**src/rtl/scope_capture_ctrl.sv**
```systemverilog
// scope_capture_ctrl: trigger detection and double-buffered 256-sample record capture for the scope datapath.
// Optional hysteresis qualification of the trigger edge is compiled in with `define SCOPE_TRIG_HYST_EN.
module scope_capture_ctrl #(
    parameter int DEPTH        = 256,
    parameter int ADDR_W       = 8,
    parameter int DATA_W       = 12,
    parameter int AUTO_TIMEOUT = 4096,
    parameter int HYST         = 16
) (
    input  logic              clk,
    input  logic              rst,
    input  logic              sample_valid,
    input  logic [DATA_W-1:0] sample_data,
    input  logic [DATA_W-1:0] trig_level,
    input  logic              trig_slope,
    input  logic [1:0]        trig_mode,
    input  logic              arm,
    input  logic              vblnk,
    output logic              wr_en,
    output logic              wr_bank,
    output logic [ADDR_W-1:0] wr_addr,
    output logic [DATA_W-1:0] wr_data,
    output logic              buf_sel,
    output logic              frame_ready,
    output logic              triggered,
    output logic              busy
);
    localparam int         TO_W        = $clog2(AUTO_TIMEOUT + 1);
    localparam logic [1:0] MODE_AUTO   = 2'b00;
    localparam logic [1:0] MODE_SINGLE = 2'b10;

    typedef enum logic [1:0] {IDLE, WAIT_TRIG, CAPTURE, SWAP} state_t;
    state_t state, state_nxt;

    logic [DATA_W-1:0] prev;
    logic              prev_valid;
    logic [TO_W-1:0]   to_cnt;
    logic [ADDR_W-1:0] addr_cnt;
    logic              trig_flag;
    logic              vblnk_d;
    logic [1:0]        mode_q;
    logic              edge_raw;
    logic              edge_hit;
    logic              trig_hit;
    logic              timeout_hit;
    logic              start_cap;
    logic              cap_write;
    logic              cap_last;
    logic              swap_now;

    always_comb begin
        if (trig_slope)
            edge_raw = prev_valid && (prev > trig_level) && (sample_data <= trig_level);
        else
            edge_raw = prev_valid && (prev < trig_level) && (sample_data >= trig_level);
    end

`ifdef SCOPE_TRIG_HYST_EN
    logic              hyst_ok;
    logic              far_side;
    logic [DATA_W:0]   band_hi_ext;
    logic [DATA_W-1:0] band_lo;
    logic [DATA_W-1:0] band_hi;

    // Band edges saturate so a level near either rail never wraps around.
    always_comb begin
        band_lo     = (trig_level >= DATA_W'(HYST)) ? trig_level - DATA_W'(HYST) : '0;
        band_hi_ext = {1'b0, trig_level} + (DATA_W+1)'(HYST);
        band_hi     = band_hi_ext[DATA_W] ? '1 : band_hi_ext[DATA_W-1:0];
        far_side    = trig_slope ? (sample_data > band_hi) : (sample_data < band_lo);
    end

    // Qualifier is cleared outside WAIT_TRIG, so every entry into WAIT_TRIG re-arms it.
    always_ff @(posedge clk or posedge rst) begin
        if (rst)
            hyst_ok <= 1'b0;
        else if (state != WAIT_TRIG)
            hyst_ok <= 1'b0;
        else if (sample_valid && far_side)
            hyst_ok <= 1'b1;
    end

    assign edge_hit = edge_raw && hyst_ok;
`else
    assign edge_hit = edge_raw;
`endif

    always_ff @(posedge clk or posedge rst) begin
        if (rst)
            state <= IDLE;
        else
            state <= state_nxt;
    end

    always_comb begin
        state_nxt = state;
        case (state)
            IDLE:      if (trig_mode != MODE_SINGLE || arm) state_nxt = WAIT_TRIG;
            WAIT_TRIG: if (start_cap) state_nxt = CAPTURE;
            CAPTURE:   if (cap_last) state_nxt = SWAP;
            SWAP:      if (swap_now) state_nxt = (mode_q == MODE_SINGLE) ? IDLE : WAIT_TRIG;
            default:   state_nxt = IDLE;
        endcase
    end

    // A real edge takes priority over the auto-mode timeout on the same sample.
    always_comb begin
        busy        = (state != IDLE);
        trig_hit    = 1'b0;
        timeout_hit = 1'b0;
        cap_write   = 1'b0;
        cap_last    = 1'b0;
        swap_now    = 1'b0;
        case (state)
            WAIT_TRIG: begin
                trig_hit    = sample_valid && edge_hit;
                timeout_hit = sample_valid && !edge_hit && (mode_q == MODE_AUTO) &&
                              (to_cnt == TO_W'(AUTO_TIMEOUT - 1));
            end
            CAPTURE: begin
                cap_write = sample_valid;
                cap_last  = sample_valid && (addr_cnt == ADDR_W'(DEPTH - 1));
            end
            SWAP:    swap_now = vblnk && !vblnk_d;
            default: ;
        endcase
        start_cap = trig_hit || timeout_hit;
    end

    // wr_bank tracks the bank that will be the back bank after this edge.
    always_ff @(posedge clk or posedge rst) begin
        if (rst) begin
            prev        <= '0;
            prev_valid  <= 1'b0;
            to_cnt      <= '0;
            addr_cnt    <= '0;
            trig_flag   <= 1'b0;
            vblnk_d     <= 1'b0;
            mode_q      <= 2'b00;
            wr_en       <= 1'b0;
            wr_bank     <= 1'b0;
            wr_addr     <= '0;
            wr_data     <= '0;
            buf_sel     <= 1'b0;
            frame_ready <= 1'b0;
            triggered   <= 1'b0;
        end else begin
            vblnk_d     <= vblnk;
            frame_ready <= swap_now;
            wr_en       <= start_cap || cap_write;
            wr_bank     <= swap_now ? buf_sel : ~buf_sel;
            if (start_cap || cap_write) begin
                wr_addr <= start_cap ? '0 : addr_cnt;
                wr_data <= sample_data;
            end
            case (state)
                IDLE: begin
                    mode_q     <= trig_mode;
                    prev_valid <= 1'b0;
                    to_cnt     <= '0;
                    addr_cnt   <= '0;
                end
                WAIT_TRIG: begin
                    if (sample_valid) begin
                        prev       <= sample_data;
                        prev_valid <= 1'b1;
                        if (start_cap) begin
                            trig_flag <= trig_hit;
                            addr_cnt  <= ADDR_W'(1);
                        end else if (mode_q == MODE_AUTO) begin
                            to_cnt <= to_cnt + 1'b1;
                        end
                    end
                end
                CAPTURE: begin
                    if (cap_write)
                        addr_cnt <= addr_cnt + 1'b1;
                end
                SWAP: begin
                    if (swap_now) begin
                        buf_sel    <= ~buf_sel;
                        triggered  <= trig_flag;
                        mode_q     <= trig_mode;
                        prev_valid <= 1'b0;
                        to_cnt     <= '0;
                    end
                end
                default: ;
            endcase
        end
    end

endmodule
```
**config.mk**
```make
export PLATFORM = sky130hd
export DESIGN_NAME = scope_capture_ctrl
export DESIGN_NICKNAME = d
export VERILOG_FILES = /design/src/rtl/scope_capture_ctrl.sv
export SDC_FILE = /design/constraint.sdc
export NUM_CORES = 1
export LEC_CHECK = 0
export ABC_AREA = 1
export ABC_CLOCK_PERIOD_IN_PS = 2900
export BUFFER_PORTS_ARGS = -buffer_cell sky130_fd_sc_hd__buf_2
export CORE_ASPECT_RATIO = 0.7
export CORE_MARGIN = 3
export CORE_UTILIZATION = 35
export DETAILED_ROUTE_END_ITERATION = 7
export PLACE_DENSITY_LB_ADDON = 0.2
export SYNTH_ARGS = -nofsm -noshare
export SYNTH_HDL_FRONTEND = slang
export SYNTH_SLANG_ARGS = --single-unit
```
**constraint.sdc**
```tcl
create_clock -name clk -period 2.9 [get_ports clk]
set_input_delay 0.58 -clock clk [delete_from_list [all_inputs] [get_ports clk]]
set_output_delay 0.58 -clock clk [all_outputs]
set_load 0.01 [all_outputs]
```
**Yosys cells after proc, flatten, opt, wreduce, memory -nomap -nowiden**

Cells that the tools add are included.

- Register bits after elaboration: 65
- Bits of input ports: 32
- Output and inout port bits: 26
- Logic and storage cells: 94

- Add/sub/neg operators: 2
- Order comparisons: 4
- Equal/unequal tests: 15
- Mux-type cells: 28
- Bitwise operators: 1
- Reductions and logical operators: 29

Operators by type and width:

| operator | count |
|---|---|
| 13-bit two-way mux | 4 |
| 13-bit one-hot mux with 3 select lines | 1 |
| 8-bit two-way mux | 4 |
| 8-bit one-hot mux with 3 select lines | 1 |
| 2-bit != test, second input constant | 9 |
| 13-bit by 1-bit adder with 13-bit output, second input constant | 1 |
| 13-bit by 12-bit == test with 1-bit output, second input constant | 1 |
| 12-bit >= comparator | 1 |
| 12-bit greater-than comparator | 1 |
| 12-bit less-or-equal comparator | 1 |
| 12-bit less-than comparator | 1 |
| 1-bit logical AND | 10 |
| 1-bit two-way mux | 10 |
| 2-bit two-way mux | 5 |
| 8-bit by 1-bit adder with 8-bit output, second input constant | 1 |
| 8-bit == test, second input constant | 1 |
| 2-bit one-hot mux with 4 select lines | 1 |
| 4-bit AND reduction | 2 |
| 2-bit == test, second input constant | 3 |
| 2-bit AND reduction | 3 |
| 3-bit AND reduction | 2 |
| 3-bit nonzero test | 2 |
| 5-bit AND reduction | 1 |
| 2-bit zero test | 2 |
| other kinds (7) | 11 |

**Logic depth before layout (Yosys ltp)**

Gate-level depths: netlist of the first run.

- Word-level depth: 13
- Gate-level depth with buffers: 17
- Gate-level depth less buffers: 17

**Worst setup path before layout of the first run**

No wires, ideal clock.

- Path type: input-to-reg
- Start point: in trig_level[11]
- End point: reg addr_cnt[0]
- Library setup time: 0.117 ns
- Arrival time: 2.024 ns
- Data required time: 2.783 ns
- Setup slack: 0.758 ns
- Stages: 15
- Buffers on the path: 1
- Cells stage by stage: inv_1 ha_1 nand2_1 nor2_1 and2_1 nand2_1 nand3_1 nand2_1 nand2_1 nand3_2 nand2_4 nand2_2 buf_6 nand3_1 nand2_1

- Cells in the longest elaborated chain, start to end: 12
- Elaborated cells on any way between the ends: 19
- Those cells by class: 4 x order compare; 1 x eq/ne; 3 x mux; 11 x reduce/logical

Ends and longest elaborated chain:

| item | line | source |
|---|---|---|
| start: declaration | 14 | `input logic [DATA_W-1:0] trig_level,` |
| 12-bit less-than comparator or 12-bit greater-than comparator (tied branches) | 55, 53 |  |
| 1-bit logical AND, on equally long branches (2 in a row) | 55, 53 |  |
| 1-bit two-way mux (*) | 52 | `if (trig_slope)` |
| 1-bit zero test | 117 | `timeout_hit = sample_valid && !edge_hit && (mode_q == MODE_AUTO) &&` |
| 1-bit logical AND (3 in a row) | 117 |  |
| 1-bit two-way mux | 114 | `case (state)` |
| 1-bit logical OR (*) | 127 | `start_cap = trig_hit \|\| timeout_hit;` |
| 2-bit != test (no line) (*) | - |  |
| 4-bit AND reduction (no line) (*) | - |  |
| end signal: assignment | 177 | `addr_cnt <= addr_cnt + 1'b1;` |
| end: declaration | 38 | `logic [ADDR_W-1:0] addr_cnt;` |

Every way passes the cells marked *; elsewhere a longest branch is shown, timed or not.
A chain may end at the register's enable or synchronous reset.

**Final worst setup path of the first run**

- Start point: in sample_data[9]
- End point: reg addr_cnt[3]

- Cells in the longest elaborated chain, start to end: 11
- Elaborated cells on any way between the ends: 15
- Those cells by class: 2 x order compare; 1 x eq/ne; 3 x mux; 9 x reduce/logical

Ends and longest elaborated chain:

| item | line | source |
|---|---|---|
| start: declaration | 13 | `input logic [DATA_W-1:0] sample_data,` |
| 12-bit >= comparator or 12-bit less-or-equal comparator (tied branches) | 55, 53 |  |
| 1-bit logical AND, on equally long branches | 55, 53 |  |
| 1-bit two-way mux (*) | 52 |  |
| 1-bit zero test | 117 |  |
| 1-bit logical AND (3 in a row) | 117 |  |
| 1-bit two-way mux | 114 |  |
| 1-bit logical OR (*) | 127 |  |
| 2-bit != test (no line) (*) | - |  |
| 4-bit AND reduction (no line) (*) | - |  |

Marks and branches as above.

==> metrics.cfg, run 1 <==
[status]
status=finished clean

[sta]
tns_ns=0
fin_crit_sh=0.8179
slew_violations=0
setup_violations=0
fin_crit_ns=2.372
worstMarginPinSlew_ns=0.7025
fin_ws_ns=0.5281
maxSlewHeadroom=0.5310
fin_worst_skew_ns=0.006991
max_freq_ghz=0.4216
rsz0062_at_grt=false
hold_viol=0

[setup_path]
crit_buf_inv=1
rrSetupSlack_ns=0.63
cp-end-kind=flop
required_ns=3.17
crit_slowest_cell=ha_1
crit_fanout=12
worstPathArrival_ns=2.64
worst_setup_path_start_kind=input pin
slowest_delay_ns=0.32
critPathKind=in -> reg
critPathTopFamily=simple AND/OR/NAND/NOR gates
worstPathCellList=buf_2 -> ha_1 -> a21oi_1 -> nor2_1 -> nor2_1 -> nand4_1 -> nand2_1 -> nand3_2 -> nand2_4 -> nand2_2 -> nand2_2 -> nand2_1 -> nand2_1
crit_top_cell=nand2_1

[job]
drv_cap=0

[detailed_routing]
vias_per_cell=4.773
first_pass_iters=4
wirelength_um=9005
m1WireLength_um=4736
wl_met3_um=400
wl_per_cell_um=13.30
ant_nets=0
via_count=3231
dr_wl_met2_um=3736
drc=0
top_layer=met4
drtIter0Drc=221

[clocking]
post_cts_resized=0
cts_root_buffer=clkbuf_16
clock_latency_ns=0.34
clk_pin_slew_worst_paths_ns=0.05
cts_setup_buffers=0
cts_tree=done
cts_buffer_depth=2
clock-sinks=65
h-tree-depth=3
cts_buffers=9
ctsHoldBuffers=0

[final_layout]
n_fill_cell=1070
antenna_cells=0
seq_area_um2=1627
layout.nets=604
multi_input_area_um2=1919
drive_above_1_share=0.1817
syn_to_final_growth_pct=18.33

[yosys]
syn_inst=479
synthesis.nets=542
avgSynthCellArea_um2=7.936
synth_cell_types=36
synth_area_um2=3801
ys_ff_latch=65
ys_warn_count=0
yosysSeqAreaShare=0.4279

[global_route]
grt_pass1_vias=3064
grt_pass1_wl_um=14880
gr-total-overflow=0
antenna_found_initial=0
grt_start_max_net_pins=33
grt_use_total=0.1577

[die]
core_um2=10470
die_y_um=93.19
fp-row-count=31
die_w_um=130.6
die_area_um2=12170
start_util=0.3630
num_io_pins=58

[power]
peakVddDrop_uv=322.6
power_density_nw_per_um2=810.8
cellLeakagePower_nw=2.446

[placed_design]
post-dp-hpwl_um=6911
io_buffers=57
routabilityCongestion=0.8435
dpl_worst_slack_ns=0.1932

[min_path]
min_path_type=in -> async

[layout make-up]
| cell class | instances | share of cell area |
|---|---|---|
| clock buffer | 12 | 0.05480 |
| multi-input combinational | 354 | 0.4267 |
| inverter | 48 | 0.04006 |
| timing repair buffer | 63 | 0.07622 |
| clock inverter | 3 | 0.003894 |
| sequential | 65 | 0.3616 |
| tap | 132 | 0.03672 |
[metal layers]
metal | vias to the layer above | GRT usage
met5 | - | 0
met2 | 62 | 0.2190
met1 | 1504 | 0.2314
met4 | 0 | 0.05394
met3 | 14 | 0.04737
li1 | 1651 | -
[registers in the layout, indices dropped and copies added, names as in the netlist]
register     cells
mode_q           2
trig_flag        1
prev            12
prev_valid       1
state            2
wr_en            1
triggered        1
buf_sel          1
addr_cnt         8
wr_addr          8
wr_data         12
vblnk_d          1
to_cnt          13
frame_ready      1
wr_bank          1
[Yosys cell counts (all sizes together)]
library cell / n / area (um^2)
xnor2: 3 / 26.28
xor2: 8 / 70.07
nor3b: 5 / 42.54
o21ai: 21 / 112.6
clkbuf: 5 / 18.77
mux2: 1 / 11.26
dfrtp: 65 / 1627
a21o: 3 / 22.52
nor4: 1 / 6.260
nand4: 1 / 6.260
nand3: 49 / 250.2
a21oi: 20 / 100.1
and2: 1 / 6.260
nor2: 27 / 101.4
nor3: 3 / 31.28
inv: 48 / 180.2
ha: 31 / 387.9
nand2: 166 / 650.6
o21bai: 1 / 7.510
o31ai: 1 / 7.510
a21boi: 1 / 7.510
buf: 7 / 56.30
or2: 9 / 56.31
nand3b: 2 / 15.01
[worst register-to-register path, stage by stage (launching register included)]
cell and delay, ns:
dfrtp_1 0.38, ha_1 0.29, a21oi_1 0.27, nand2_1 0.10
nand2_1 0.07, nand3_1 0.06, nor2_1 0.08, nand2_1 0.08
nand3_2 0.14, nand2_4 0.14, nand2_2 0.21, nand2_2 0.16
nand2_1 0.12, nand2_1 0.05
[cells in the final DEF (no fill, tap or decap), drive strengths merged]
cell      instances
dfrtp            65
nand4             1
clkbuf           12
nand2           166
ha               31
clkinvlp          1
nand3b            2
clkinv            2
xor2              8
nor2             27
o21ai            21
inv              48
nand3            49
a21o              3
or2               9
o21bai            1
xnor2             3
and2              1
a21boi            1
nor3              3
nor4              1
buf              63
a21oi            20
nor3b             5
mux2              1
o31ai             1
[logic make-up (layout without fill, tap and decap cells)]
kind of cell               after synthesis  after routing  synth area share
xor gates and xnor gates                11             11           0.02535
and+or+nand+nor                        264            264            0.3068
muxes                                    1              1          0.002962
adders and majority gates               31             31            0.1020
buffers and inverters                   60            126           0.06715
AOI/OAI and AO/OA                       47             47           0.06781
DFF                                     65             65            0.4279
[per-stage QoR]
stage	instances	power (mW)	hold slack [ns]	area (um^2)	utilization
finish	677	3.647	0.3542	4498	0.4295
global route	677	3.958	0.3744	4498	0.4295
CTS	677	3.686	0.3718	4498	0.4295
detailed placement	662	2.698	0.4600	4234	0.4043
global placement	662	2.667	0.4584	4234	0.4043
floorplan	479	2.323	0.4423	3801	-
[where the power goes]
part	switching, mW	internal, mW	total, mW
Combinational	0.865	0.474	1.34
Sequential	0.174	1.16	1.33
Clock	0.381	0.593	0.975
Total	1.42	2.23	3.65
[worst paths after layout]
kind	start	end	depth (start not counted)
setup / recovery	sample_data[9]	addr_cnt[3]$_DFFE_PP0P_	13
hold / removal	rst	prev[0]$_DFFE_PP0P_	2
setup reg to reg	prev[3]$_DFFE_PP0P_	addr_cnt[3]$_DFFE_PP0P_	13
hold reg to reg	triggered$_DFFE_PP0P_	triggered$_DFFE_PP0P_	2
max in group asynchronous	rst	mode_q[0]$_DFFE_PP0P_	3
min in group clk	vblnk	vblnk_d$_DFF_PP0_	1
Note: power is estimated with default switching activity, not from simulation.
==> inputs of run 2 (changes only) <==
--- a/config.mk
+++ b/config.mk
@@ -6,7 +6,7 @@
 export NUM_CORES = 1
 export LEC_CHECK = 0
 export ABC_AREA = 1
-export ABC_CLOCK_PERIOD_IN_PS = 2900
+export ABC_CLOCK_PERIOD_IN_PS = 2500
 export BUFFER_PORTS_ARGS = -buffer_cell sky130_fd_sc_hd__buf_2
 export CORE_ASPECT_RATIO = 0.7
 export CORE_MARGIN = 3
==> constraint.sdc (replaced) <==
create_clock -name clk -period 2.5 [get_ports clk]
set_input_delay 0.5 -clock clk [delete_from_list [all_inputs] [get_ports clk]]
set_output_delay 0.5 -clock clk [all_outputs]
set_load 0.01 [all_outputs]
==> metrics.cfg, run 2 (synthesized netlist as in run 1, its figures left out) <==
[status]
status=finished clean

[detailed_routing]
wl_per_cell_um=13.14
ant_nets=0
vias_per_cell=4.796
via_count=3252
drc=0
first_pass_iters=4
wirelength_um=8908
drtIter0Drc=153

[sta]
fin_ws_ns=0.3255
worstMarginPinSlew_ns=0.7271
max_freq_ghz=0.4599
slew_violations=0
tns_ns=0
maxSlewHeadroom=0.5152
hold_viol=0
fin_worst_skew_ns=0.009233
fin_crit_ns=2.175
fin_crit_sh=0.8698
setup_violations=0
rsz0062_at_grt=false

[global_route]
grt_start_max_net_pins=58
gr-total-overflow=0
grt_use_total=0.1557
grt_pass1_wl_um=14890
antenna_found_initial=0
grt_pass1_vias=3000

[clocking]
h-tree-depth=3
clock-sinks=65
clock_latency_ns=0.33
ctsHoldBuffers=0
cts_setup_buffers=0
clk_pin_slew_worst_paths_ns=0.06
cts_buffers=9
cts_root_buffer=clkbuf_16
cts_buffer_depth=2
post_cts_resized=0
cts_tree=done

[final_layout]
layout.nets=604
multi_input_area_um2=1919
utilization=0.4306
syn_to_final_growth_pct=18.63
largest_register=to_cnt
seq_area_um2=1627
drive_above_1_share=0.1832
largestRegisters=to_cnt (13), prev (12), wr_data (12)
antenna_cells=0
final_cell_mix=nand2_1, dfrtp_1, buf_2
final_common_cell=nand2_1
n_fill_cell=1056
largest_reg_flops=13

[die]
die_w_um=130.6
start_util=0.3630
fp-row-count=31
core_um2=10470
die_area_um2=12170
num_io_pins=58
die_y_um=93.19

[setup_path]
r2r_cells=14
setup.worst_path.start=prev[11]$_DFFE_PP0P_
cp-end-kind=flop
crit_top_cell=nand2_1
crit_fanout=12
worstPathCellList=ha_1 -> nand2_1 -> nor2_1 -> nand2_1 -> a21oi_1 -> nor2_1 -> nor2_1 -> nand2_1 -> nand3_2 -> nand2_4 -> nand2_2 -> nand2_2 -> nand2_1 -> nand2_1
crit_slowest_cell=dfrtp_1
required_ns=2.71
worstPathArrival_ns=2.38
rrSetupSlack_ns=0.33
critPathKind=reg -> reg
worst_setup_path_start_kind=flop
r2r-start=prev[11]$_DFFE_PP0P_
timing.rr.end=addr_cnt[4]$_DFFE_PP0P_
slowest_delay_ns=0.39

[placed_design]
post-dp-hpwl_um=6681
io_buffers=57
dpl_worst_slack_ns=0.07165
routabilityCongestion=0.8325

[min_path]
min_path_type=in -> async

[power]
cellLeakagePower_nw=2.457
power_density_nw_per_um2=938.4
peakVddDrop_uv=377.5

[job]
drv_cap=0

run 2: how the worst max path moves through the flow:
stage                                    endpoint  slack [ns]  depth (start not counted)
final                     addr_cnt[4]$_DFFE_PP0P_        0.33                         14
after CTS                 addr_cnt[4]$_DFFE_PP0P_        0.32                         14
after global placement     wr_data[7]$_DFFE_PP0P_        0.14                         14
after global routing      addr_cnt[5]$_DFFE_PP0P_        0.10                         14
after floorplan           addr_cnt[0]$_DFFE_PP0P_        0.37                          1
after detailed placement  addr_cnt[6]$_DFFE_PP0P_        0.07                         15
run 2: routing by layer:
layer | vias up | GRT usage | routed length, um
li1 | 1659 | - | -
met1 | 1511 | 0.2308 | 4610
met2 | 72 | 0.2169 | 3758
met3 | 10 | 0.04167 | 401
met4 | 0 | 0.05308 | 139
met5 | - | 0 | 0
run 2: worst max-delay path, delay by kind of cell (launching register included):
family                     cells  cell delay, ns
and+or+nand+nor               12            1.25
DFF                            1            0.39
adders and majority gates      1            0.30
AOI/OAI and AO/OA              1            0.11
run 2: layout make-up:
class	instances	share of cell area
Tap cell	132	0.03663
Clock buffer	13	0.05771
Clock inverter	3	0.003330
Inverter	48	0.03996
Multi-Input combinational cell	354	0.4256
Sequential cell	65	0.3607
Timing Repair Buffer	63	0.07603
run 2: through the flow:
step,instance area [um^2],std cells,total power [mW],hold slack (ns)
6_report,4509,678,4.231,0.07445
5_1_grt,4509,678,4.601,0.08868
4_1_cts,4509,678,4.304,0.07734
3_5_place_dp,4234,662,3.119,0.4370
3_3_place_gp,4234,662,3.086,0.4269
2_1_floorplan,3801,479,2.695,0.4423
run 2: where the power goes:
part | internal [mW] | leakage [nW] | total (mW) | switching [mW]
clock | 0.719 | 0.139 | 1.15 | 0.433
sequential | 1.35 | 0.852 | 1.53 | 0.187
combinational | 0.550 | 1.46 | 1.55 | 0.997
total | 2.61 | 2.46 | 4.23 | 1.62
